`config.mk`:
```
export PLATFORM = sky130hd
export DESIGN_NAME = dpa_photo_scaler
export DESIGN_NICKNAME = d
export VERILOG_FILES = /design/src/rtl/dpa_pkg.sv /design/src/rtl/dpa_scale_addr_gen.sv /design/src/rtl/dpa_photo_scaler.sv
export SDC_FILE = /design/constraint.sdc
export NUM_CORES = 1
export LEC_CHECK = 0
export CAP_MARGIN = 30
export CORE_ASPECT_RATIO = 1.25
export CORE_MARGIN = 2
export CORE_UTILIZATION = 36
export CTS_CLUSTER_DIAMETER = 200
export CTS_CLUSTER_SIZE = 8
export DETAILED_ROUTE_END_ITERATION = 8
export DONT_BUFFER_PORTS = 1
export GPL_TIMING_DRIVEN = 0
export PLACE_DENSITY = 0.56
export SLEW_MARGIN = 20
export SYNTH_ARGS = -nofsm -noshare
export SYNTH_HDL_FRONTEND = slang
export SYNTH_SLANG_ARGS = --single-unit
```
`constraint.sdc`:
```
create_clock -name clk -period 9.8 [get_ports clk]
set_clock_uncertainty 0.05 [all_clocks]
set_input_delay 0.98 -clock clk [delete_from_list [all_inputs] [get_ports clk]]
set_output_delay 0.98 -clock clk [all_outputs]
set_load 0.02 [all_outputs]
```
`src/rtl/dpa_pkg.sv`:
```
// Shared types and helpers for the photo-album scaler data path.
package dpa_pkg;

   localparam int DPA_ADDR_W = 20;
   localparam int DPA_PIX_W  = 24;

   typedef enum logic [2:0] {
      IDLE,
      RD,
      LAT,
      WR,
      DONE
   } dpa_state_e;

   // Horizontal replication factor for signed shift d = src_log2 - fb_log2.
   function automatic int rep_of(input int d);
      return (d < 0) ? (1 << (-d)) : 1;
   endfunction

endpackage

```
`src/rtl/dpa_scale_addr_gen.sv`:
```
// Destination counters plus source/frame-buffer address generation.
module dpa_scale_addr_gen
   import dpa_pkg::*;
#(
   parameter int ADDR_W    = DPA_ADDR_W,
   parameter int FB_LOG2   = 8,
   parameter int MAX_SHIFT = 3,
   parameter int SZ_W      = 4
) (
   input  logic              clk,
   input  logic              reset,
   input  logic              ld,
   input  logic              inc,
   input  logic [ADDR_W-1:0] src_base,
   input  logic [SZ_W-1:0]   src_log2,
   input  logic [ADDR_W-1:0] fb_base,
   input  logic              hflip,
   output logic [ADDR_W-1:0] rd_addr,
   output logic [ADDR_W-1:0] wr_addr,
   output logic [MAX_SHIFT:0] rep,
   output logic              frame_wrap
);

   localparam int XW = FB_LOG2 + MAX_SHIFT;
   localparam int RW = MAX_SHIFT + 1;

   logic [ADDR_W-1:0]  src_q;
   logic [ADDR_W-1:0]  fb_q;
   logic [SZ_W-1:0]    log2_q;
   logic               flip_q;
   logic [FB_LOG2-1:0] dx;
   logic [FB_LOG2-1:0] dy;
   logic               wrapped;

   logic [ADDR_W-1:0]  c_src;
   logic [ADDR_W-1:0]  c_fb;
   logic [SZ_W-1:0]    c_log2;
   logic               c_flip;
   logic [FB_LOG2-1:0] cx;
   logic [FB_LOG2-1:0] cy;
   logic               up;
   logic [SZ_W-1:0]    sh;
   logic [XW-1:0]      sx;
   logic [XW-1:0]      sy;
   logic [ADDR_W-1:0]  sxa;
   logic [ADDR_W-1:0]  mask;

   always_ff @(posedge clk) begin
      if (!reset) begin
         src_q   <= '0;
         fb_q    <= '0;
         log2_q  <= '0;
         flip_q  <= 1'b0;
         dx      <= '0;
         dy      <= '0;
         wrapped <= 1'b0;
      end else if (ld) begin
         src_q   <= src_base;
         fb_q    <= fb_base;
         log2_q  <= src_log2;
         flip_q  <= hflip;
         dx      <= '0;
         dy      <= '0;
         wrapped <= 1'b0;
      end else if (inc) begin
         dx <= dx + 1'b1;
         if (&dx) begin
            dy <= dy + 1'b1;
            if (&dy)
               wrapped <= 1'b1;
         end
      end
   end

   // On the accept cycle the live inputs and a zero origin feed the
   // address path, so the first read address is ready on entry to RD.
   always_comb begin
      c_src  = ld ? src_base : src_q;
      c_fb   = ld ? fb_base : fb_q;
      c_log2 = ld ? src_log2 : log2_q;
      c_flip = ld ? hflip : flip_q;
      cx     = ld ? '0 : dx;
      cy     = ld ? '0 : dy;
      up     = int'(c_log2) < FB_LOG2;
      sh     = up ? SZ_W'(FB_LOG2 - int'(c_log2))
                  : SZ_W'(int'(c_log2) - FB_LOG2);
      sx     = up ? (XW'(cx) >> sh) : (XW'(cx) << sh);
      sy     = up ? (XW'(cy) >> sh) : (XW'(cy) << sh);
      mask   = (ADDR_W'(1) << c_log2) - ADDR_W'(1);
      sxa    = ADDR_W'(sx);
      if (c_flip)
         sxa = mask - sxa;
      rd_addr = c_src + (ADDR_W'(sy) << c_log2) + sxa;
      wr_addr = c_fb + (ADDR_W'(cy) << FB_LOG2) + ADDR_W'(cx);
   end

   assign rep        = RW'(rep_of(int'(log2_q) - FB_LOG2));
   assign frame_wrap = wrapped;

endmodule

```
`src/rtl/dpa_photo_scaler.sv`:
```
// Nearest-neighbour photo scaler: source photo -> square frame buffer.
// Optional horizontal mirror via DPA_SCALER_MIRROR_EN (adds hflip port).
module dpa_photo_scaler
   import dpa_pkg::*;
#(
   parameter int ADDR_W    = DPA_ADDR_W,
   parameter int PIX_W     = DPA_PIX_W,
   parameter int FB_LOG2   = 8,
   parameter int MAX_SHIFT = 3,
   parameter int SZ_W      = 4
) (
   input  logic              clk,
   input  logic              reset,
   input  logic              start,
   input  logic [ADDR_W-1:0] src_base,
   input  logic [SZ_W-1:0]   src_log2,
   input  logic [ADDR_W-1:0] fb_base,
`ifdef DPA_SCALER_MIRROR_EN
   input  logic              hflip,
`endif
   output logic              busy,
   output logic              done,
   output logic              err,
   output logic [ADDR_W-1:0] im_a,
   input  logic [PIX_W-1:0]  im_q,
   output logic [PIX_W-1:0]  im_d,
   output logic              im_wen
);

   localparam int RW = MAX_SHIFT + 1;

   dpa_state_e        state;
   logic [PIX_W-1:0]  pix;
   logic [RW-1:0]     rcnt;
   logic [RW-1:0]     rep;
   logic [ADDR_W-1:0] rd_addr;
   logic [ADDR_W-1:0] wr_addr;
   logic              frame_wrap;
   logic              size_ok;
   logic              ld;
   logic              inc;
   logic              flip;

`ifdef DPA_SCALER_MIRROR_EN
   assign flip = hflip;
`else
   assign flip = 1'b0;
`endif

   assign size_ok = (src_log2 != '0)
                 && (int'(src_log2) >= FB_LOG2 - MAX_SHIFT)
                 && (int'(src_log2) <= FB_LOG2 + MAX_SHIFT);

   assign ld  = (state == IDLE) && start && size_ok;
   // Counters run one write ahead of the registered write address.
   assign inc = (state == LAT) || ((state == WR) && (rcnt != rep));

   dpa_scale_addr_gen #(
      .ADDR_W    (ADDR_W),
      .FB_LOG2   (FB_LOG2),
      .MAX_SHIFT (MAX_SHIFT),
      .SZ_W      (SZ_W)
   ) u_addr (
      .clk        (clk),
      .reset      (reset),
      .ld         (ld),
      .inc        (inc),
      .src_base   (src_base),
      .src_log2   (src_log2),
      .fb_base    (fb_base),
      .hflip      (flip),
      .rd_addr    (rd_addr),
      .wr_addr    (wr_addr),
      .rep        (rep),
      .frame_wrap (frame_wrap)
   );

   always_ff @(posedge clk) begin
      if (!reset) begin
         state  <= IDLE;
         busy   <= 1'b0;
         done   <= 1'b0;
         err    <= 1'b0;
         im_wen <= 1'b1;
         im_a   <= '0;
         pix    <= '0;
         rcnt   <= '0;
      end else begin
         done <= 1'b0;
         err  <= 1'b0;
         unique case (state)
            IDLE: begin
               if (start) begin
                  if (size_ok) begin
                     state  <= RD;
                     busy   <= 1'b1;
                     im_a   <= rd_addr;
                     im_wen <= 1'b1;
                  end else begin
                     err <= 1'b1;
                  end
               end
            end
            RD: state <= LAT;
            LAT: begin
               pix    <= im_q;
               state  <= WR;
               im_a   <= wr_addr;
               im_wen <= 1'b0;
               rcnt   <= RW'(1);
            end
            WR: begin
               if (rcnt == rep) begin
                  im_wen <= 1'b1;
                  if (frame_wrap) begin
                     state <= DONE;
                     busy  <= 1'b0;
                     done  <= 1'b1;
                  end else begin
                     state <= RD;
                     im_a  <= rd_addr;
                  end
               end else begin
                  rcnt <= rcnt + RW'(1);
                  im_a <= wr_addr;
               end
            end
            DONE: state <= IDLE;
            default: state <= IDLE;
         endcase
      end
   end

   assign im_d = pix;

endmodule

```
==> results of run 1 <==
[metrics by stage]
step                      area [µm²]  setup slack, ns  total power, mW
after floorplan                 9390           0.8130           0.8687
after global placement          9816           -1.124           0.9941
after detailed placement        9821           -1.160           0.9955
after CTS                      10420          0.02100            1.632
after global routing           10500          0.01596            1.724
final                          10500           0.5027            1.639
[metal layers]
| metal | vias to the layer above | GRT usage | part of all wire |
|---|---|---|---|
| met1 | 4378 | 0.2961 | 0.42 |
| met4 | 0 | 0.08495 | 0.032 |
| met5 | - | 0 | 0 |
| li1 | 4490 | - | - |
| met2 | 360 | 0.4152 | 0.49 |
| met3 | 58 | 0.04307 | 0.066 |
[where the power goes]
part	leakage [nW]	switching, mW	internal, mW
registers	0.952	0.0378	0.503
logic	3.21	0.299	0.162
clock network	0.285	0.255	0.381
total	4.44	0.592	1.05
[layout make-up]
class                   instances  area [µm²]  share of cell area
inverters                      61       231.5             0.02204
plain buffers                  65       260.3             0.02478
clock inverters                14       165.2             0.01573
multi-input cells            1022        6605              0.6290
clock buffers                  18       429.2             0.04087
well taps                     340       425.4             0.04051
repair buffers                  6       42.54            0.004051
flip-flops and latches        117        2342              0.2230
[state kept, by name, indices dropped and copies added (netlist names)]
signal	flops
im_d	24
state	3
u_addr.log2_q	4
u_addr.dy	8
u_addr.flip_q	1
u_addr.src_q	20
u_addr.dx	8
u_addr.frame_wrap	1
busy	1
err	1
im_a	20
u_addr.fb_q	20
im_wen	1
rcnt	4
done	1
[logic make-up (layout without fill, tap and decap cells)]
group,count (synthesis),after routing,share of synthesized area
and+or+nand+nor,503,503,0.2417
AOI/OAI and AO/OA,331,331,0.2237
buffers and inverters,127,164,0.05183
DFF,117,117,0.2494
adders and majority gates,78,78,0.1215
xor gates and xnor gates,55,55,0.05130
muxes,54,54,0.06009
other,1,1,0.0003994
[synthesized netlist by cell type, types with 11 or more instances]
master and count:
nor2_1 112, o21ai_0 65, inv_1 59, nor3_1 22
nand3_1 37, a31oi_1 15, xor2_1 19, a211oi_1 21
xnor2_1 36, nor2b_1 11, nand2_1 226, ha_1 56
a21oi_1 118, clkbuf_1 50, fa_1 22, o211ai_1 14
and3_1 31, dfxtp_1 117, a21o_1 11, mux2i_1 44
[layout by cell type, fill, tap and decap left out, drive strengths merged, types with 23 or more instances in the layout]
master / netlist / final
a21oi: 121 / 121
and3: 31 / 31
clkbuf: 50 / 70
dfxtp: 117 / 117
ha: 56 / 56
inv: 61 / 68
mux2i: 44 / 44
nand2: 228 / 228
nand3: 37 / 37
nor2: 115 / 115
nor3: 23 / 23
o21ai: 73 / 73
xnor2: 36 / 36
[critical path: cells and delay by family]
family / cells / cell delay (ns)
adders and majority gates: 4 / 1.68
AOI/OAI and AO/OA: 18 / 3.90
xor gates and xnor gates: 1 / 0.18
muxes: 1 / 0.07
and+or+nand+nor: 8 / 1.63
buffers and inverters: 7 / 1.11
[repair_timing]
| action | CTS | global route |
|---|---|---|
| endpoints found under the hold margin | 0 | 0 |
| pin swaps | 0 | 3 |
| endpoints found under the setup margin | 8 | 8 |
| hold buffers | 0 | 0 |
| setup buffers | 0 | 5 |
| resized for setup | 3 | 14 |
[worst max-delay path by stage]
stage	end	cells after the start
5_1_grt	im_a[19]	39
3_5_place_dp	im_a[19]	40
3_3_place_gp	im_a[19]	40
4_1_cts	im_a[19]	41
2_1_floorplan	im_a[19]	42
6_report	im_a[19]	39
==> flow_summary.toml, run 1 <==
[run_status]
status = "finished clean"

[timing]
finalMaxSlewViolations = 0
finalCriticalPeriod_ns = 9.297
relSlewSlack = 0.3886
rsz0062_at_grt = "false"
setup_viol = 0
fmax_mhz = 107.6
worst_slew_pin_slew_ns = 0.9172
fin_crit_sh = 0.9487
setup_tns_ns = 0
fin_hold_ws_ns = 0.4109
hold_violations = 0

[clock_tree]
cts_buffers = 17
cts_buffer_depth = 2
clk_pin_slew_ns = 0.06
cts_num_sinks = 117
cts_tree = "built"
cts_max_level = 4
root_buffer = "clkbuf_16"
clk_latency_ns = 0.43

[logic_synthesis]
synth.area.top_cells = "dfxtp_1, nand2_1, ha_1"
yosysSeqAreaShare = 0.2494
netlist_area_um2 = 9390
yosys.area.top_type_share = 0.2494
synth_area_per_cell_um2 = 7.417
yosysWarnings = 0
ys.flop_type = "dfxtp_1"
ys_async_sr_fraction = 0
synth-seq-cells = 117
syn-num-nets = 1415
synth_top_area_cell = "dfxtp_1"
synth_cell_type_count = 82
netlist_instances = 1266
synth_edf_count = 0

[layout]
nets = 1439
fill_cells = 2742
area_growth_pct = 11.83
diodes = 0
stdcell_count = 1643
finalCoreUtilization = 0.4063
drive_above_1_share = 0.06600

[worst_setup_path]
cp-startpoint = "start"
startpoint_type = "primary input"
cp.arrival_ns = 9.59
slowest_stage = "fa_1"
cp_max_fo = 18
crit_type = "primary input to flop"
reg2reg_to = "im_a[19]"
crit_required_ns = 10.09
worstSetupEndpointType = "flop"
critPathMaxStageDelay_ns = 0.53
reg2reg_setup_slack_ns = 0.57
r2r_start = "state[1]"
ff2ff_path_depth = 39

[floorplanning]
dieHeight_um = 184.6
die_x_um = 148.5
io_pins = 119
row_count = 66
core_area_um2 = 25850
dieArea_um2 = 27400
initial_core_util = 0.3633

[routing]
drc_errors = 0
wl_per_cell_um = 19.91
ant_nets = 0
vias = 9286
drt_pass1_iterations = 5
wl_um = 32710
vias_per_cell = 5.652
drt_iter0_drc = 760

[min_path]
min-delay-start = "u_addr.src_q[9]"
timing.hold.worst_endpoint = "u_addr.src_q[9]"
hold_class = "flop to flop"
hold-path-cell-count = 2

[global_route]
grt_start_max_net_pins = 19
grt_overflow = 0
antenna_found_initial = 0
grt_pass1_wl_um = 50400
first_global_vias = 8890
track_usage = 0.2392

[place]
port_buffers = 0
place_inst = 1607
place_congestion = 0.9662
post-dp-hpwl_um = 26130

[power_and_ir_drop]
p_leak_nw = 4.444
vdd_ir_drop_max_uv = 124.6
powerDensity_nw_per_um2 = 156.1

[run]
cap_violations = 0
Note: power is estimated with default switching activity, not from simulation.
==> run 2: changes to the inputs <==
--- a/config.mk
+++ b/config.mk
@@ -13,9 +13,11 @@
 export CTS_CLUSTER_SIZE = 8
 export DETAILED_ROUTE_END_ITERATION = 8
 export DONT_BUFFER_PORTS = 1
+export GPL_ROUTABILITY_DRIVEN = 0
 export GPL_TIMING_DRIVEN = 0
 export PLACE_DENSITY = 0.56
-export SLEW_MARGIN = 20
+export SLEW_MARGIN = 10
 export SYNTH_ARGS = -nofsm -noshare
 export SYNTH_HDL_FRONTEND = slang
+export SYNTH_HIERARCHICAL = 1
 export SYNTH_SLANG_ARGS = --single-unit
==> run 2 against run 1 <==
Sequential cell count is the same; sequential share of layout area shrank 0.61 points; setup slack lost 0.034 ns; critical endpoint is now im_a[18].
==> flow_summary.toml, run 2 <==
[run_status]
status = "finished clean"

[timing]
hold_violations = 0
worst_slew_pin_slew_ns = 0.8783
finalMaxSlewViolations = 0
fmax_mhz = 107.2
fin_hold_ws_ns = 0.4290
finalCriticalPeriod_ns = 9.331
worst_slack_ns = 0.4685
relSlewSlack = 0.4145
fin_crit_sh = 0.9522
setup_viol = 0

[routing]
drt_iter0_drc = 702
vias_per_cell = 5.500
ant_nets = 0
wl_per_cell_um = 18.94
wl_um = 29870
drt_pass1_iterations = 5
vias = 8674
drc_errors = 0

[worst_setup_path]
worstSetupEndpointType = "flop"
critPathMaxStageDelay_ns = 0.47
ff2ff_path_depth = 36
reg2reg_setup_slack_ns = 0.62
crit_required_ns = 10.09
reg2reg_to = "im_a[18]"
cp_max_fo = 11
r2r_start = "state[0]"
cp.arrival_ns = 9.62
crit_type = "primary input to flop"
slowest_stage = "fa_1"
startpoint_type = "primary input"

[clock_tree]
cts_max_level = 4
postCtsHoldBufs = 0
cts_buffers = 17
cts_buffer_depth = 2
root_buffer = "clkbuf_16"
clk_latency_ns = 0.42
cts_tree = "built"
cts_num_sinks = 117
clk_pin_slew_ns = 0.06

[place]
place_area_um2 = 10150
post-dp-hpwl_um = 23720
pre_cts_ws_ns = -0.7804
port_buffers = 0
place_inst = 1539

[floorplanning]
core_area_um2 = 26660
dieArea_um2 = 28330
dieHeight_um = 187.7
initial_core_util = 0.3645
row_count = 67
io_pins = 119
die_x_um = 151.0

[logic_synthesis]
yosysSeqAreaShare = 0.2410
synth-seq-cells = 117
ys.flop_type = "dfxtp_1"
synth.area.top_cells = "dfxtp_1, ha_1, mux2i_1"
synth_cell_type_count = 81
synth_most_common_cell = "dfxtp_1"
synth_area_per_cell_um2 = 8.146
synth_edf_count = 0
netlist_top_cells_count = "dfxtp_1, a21oi_1, nand2_1"
ys_async_sr_fraction = 0
netlist_area_um2 = 9718
synth_top_area_cell = "dfxtp_1"
netlist_instances = 1193
yosysWarnings = 6
yosys.area.top_type_share = 0.2410

[global_route]
grt_pass1_wl_um = 46600
antenna_found_initial = 3
grt_overflow = 0
first_global_vias = 8256
grt_start_max_net_pins = 17
track_usage = 0.2130

[layout]
finalCoreUtilization = 0.4051
fin_area_um2 = 10800
diodes = 0
final_common_cell = "dfxtp_1"
final_cell_mix = "dfxtp_1, nand2_1, a21oi_1"
area_growth_pct = 11.11
drive_above_1_share = 0.1120
stdcell_count = 1577
nets = 1370
largest_register_ffs = 24

[power_and_ir_drop]
vdd_ir_drop_max_uv = 106.1
p_leak_nw = 4.484
powerDensity_nw_per_um2 = 160.0

[min_path]
min-delay-start = "state[2]"
hold-path-cell-count = 1
timing.hold.worst_endpoint = "state[1]"
hold_class = "flop to flop"

[run]
cap_violations = 0
-- run 2: cell types whose count changed after synthesis, moves of 18 or more --
cell      change
a211oi_2     +20
mux2_2       +20
and3_1       -18
and2_1       +33
nor2b_1      +30
mux2i_1      +25
nand2_1     -112
nor2_1       -23
-- run 2: metal layers --
metal | GRT usage | up-vias | part of all wire
li1 | - | 4266 | -
met1 | 0.2792 | 4034 | 0.44
met3 | 0.04161 | 55 | 0.066
met5 | 0 | - | 0.00044
met2 | 0.3395 | 317 | 0.46
met4 | 0.09094 | 2 | 0.039
-- run 2: power by group --
group | switching (mW) | internal (mW)
Sequential | 0.0404 | 0.505
Clock | 0.244 | 0.344
Combinational | 0.365 | 0.230
-- run 2: cell type report --
type	instances	area, µm²
clock buffers	22	474.2
inverters	56	212.7
well taps	345	431.7
fillers	2725	15860
flip-flops and latches	117	2342
multi-input cells	955	6915
repair buffers	8	60.06
clock inverters	10	72.57
plain buffers	64	289.0
-- run 2: worst max-delay path: cells and delay by family --
| family | cells | cell delay [ns] |
|---|---|---|
| buffers and inverters | 6 | 1.14 |
| AOI/OAI and AO/OA | 16 | 3.37 |
| and+or+nand+nor | 5 | 1.32 |
| xor gates and xnor gates | 1 | 0.20 |
| adders and majority gates | 5 | 1.82 |
| muxes | 3 | 0.75 |
-- run 2: repair_timing --
item	CTS	global route
setup endpoints to repair	3	5
resized for setup	3	11
setup buffers	0	8
-- run 2: cell families (layout without fill, tap and decap cells) --
family,count (synthesis),in the layout,share of synthesized area
XOR/XNOR,58,58,0.05369
AND/OR/NAND/NOR,405,405,0.2064
AO/OA/AOI/OAI,304,304,0.2059
buffers and inverters,122,160,0.05188
other,2,3,0.0007728
multiplexers,105,105,0.1204
flip-flops,117,117,0.2410
adder cells (fa/ha/maj),80,80,0.1200
-- run 2: metrics by stage --
step                      TNS [ns]  power (mW)
after floorplan                  0      0.9835
after global placement      -2.923       1.129
after detailed placement    -2.431       1.132
after CTS                        0       1.727
after global routing      -0.01948       1.824
final                            0       1.728
-- run 2: worst max path at each step --
stage | cells past startpoint | slack [ns] | startpoint | endpoint
global placement | 36 | -0.87 | src_log2[1] | im_a[18]
global route | 37 | -0.02 | src_log2[1] | im_a[18]
CTS | 36 | 0.002 | src_log2[1] | im_a[18]
floorplan | 37 | 1.09 | src_log2[1] | im_a[18]
detailed placement | 36 | -0.78 | src_log2[1] | im_a[18]
finish | 36 | 0.47 | src_log2[1] | im_a[18]
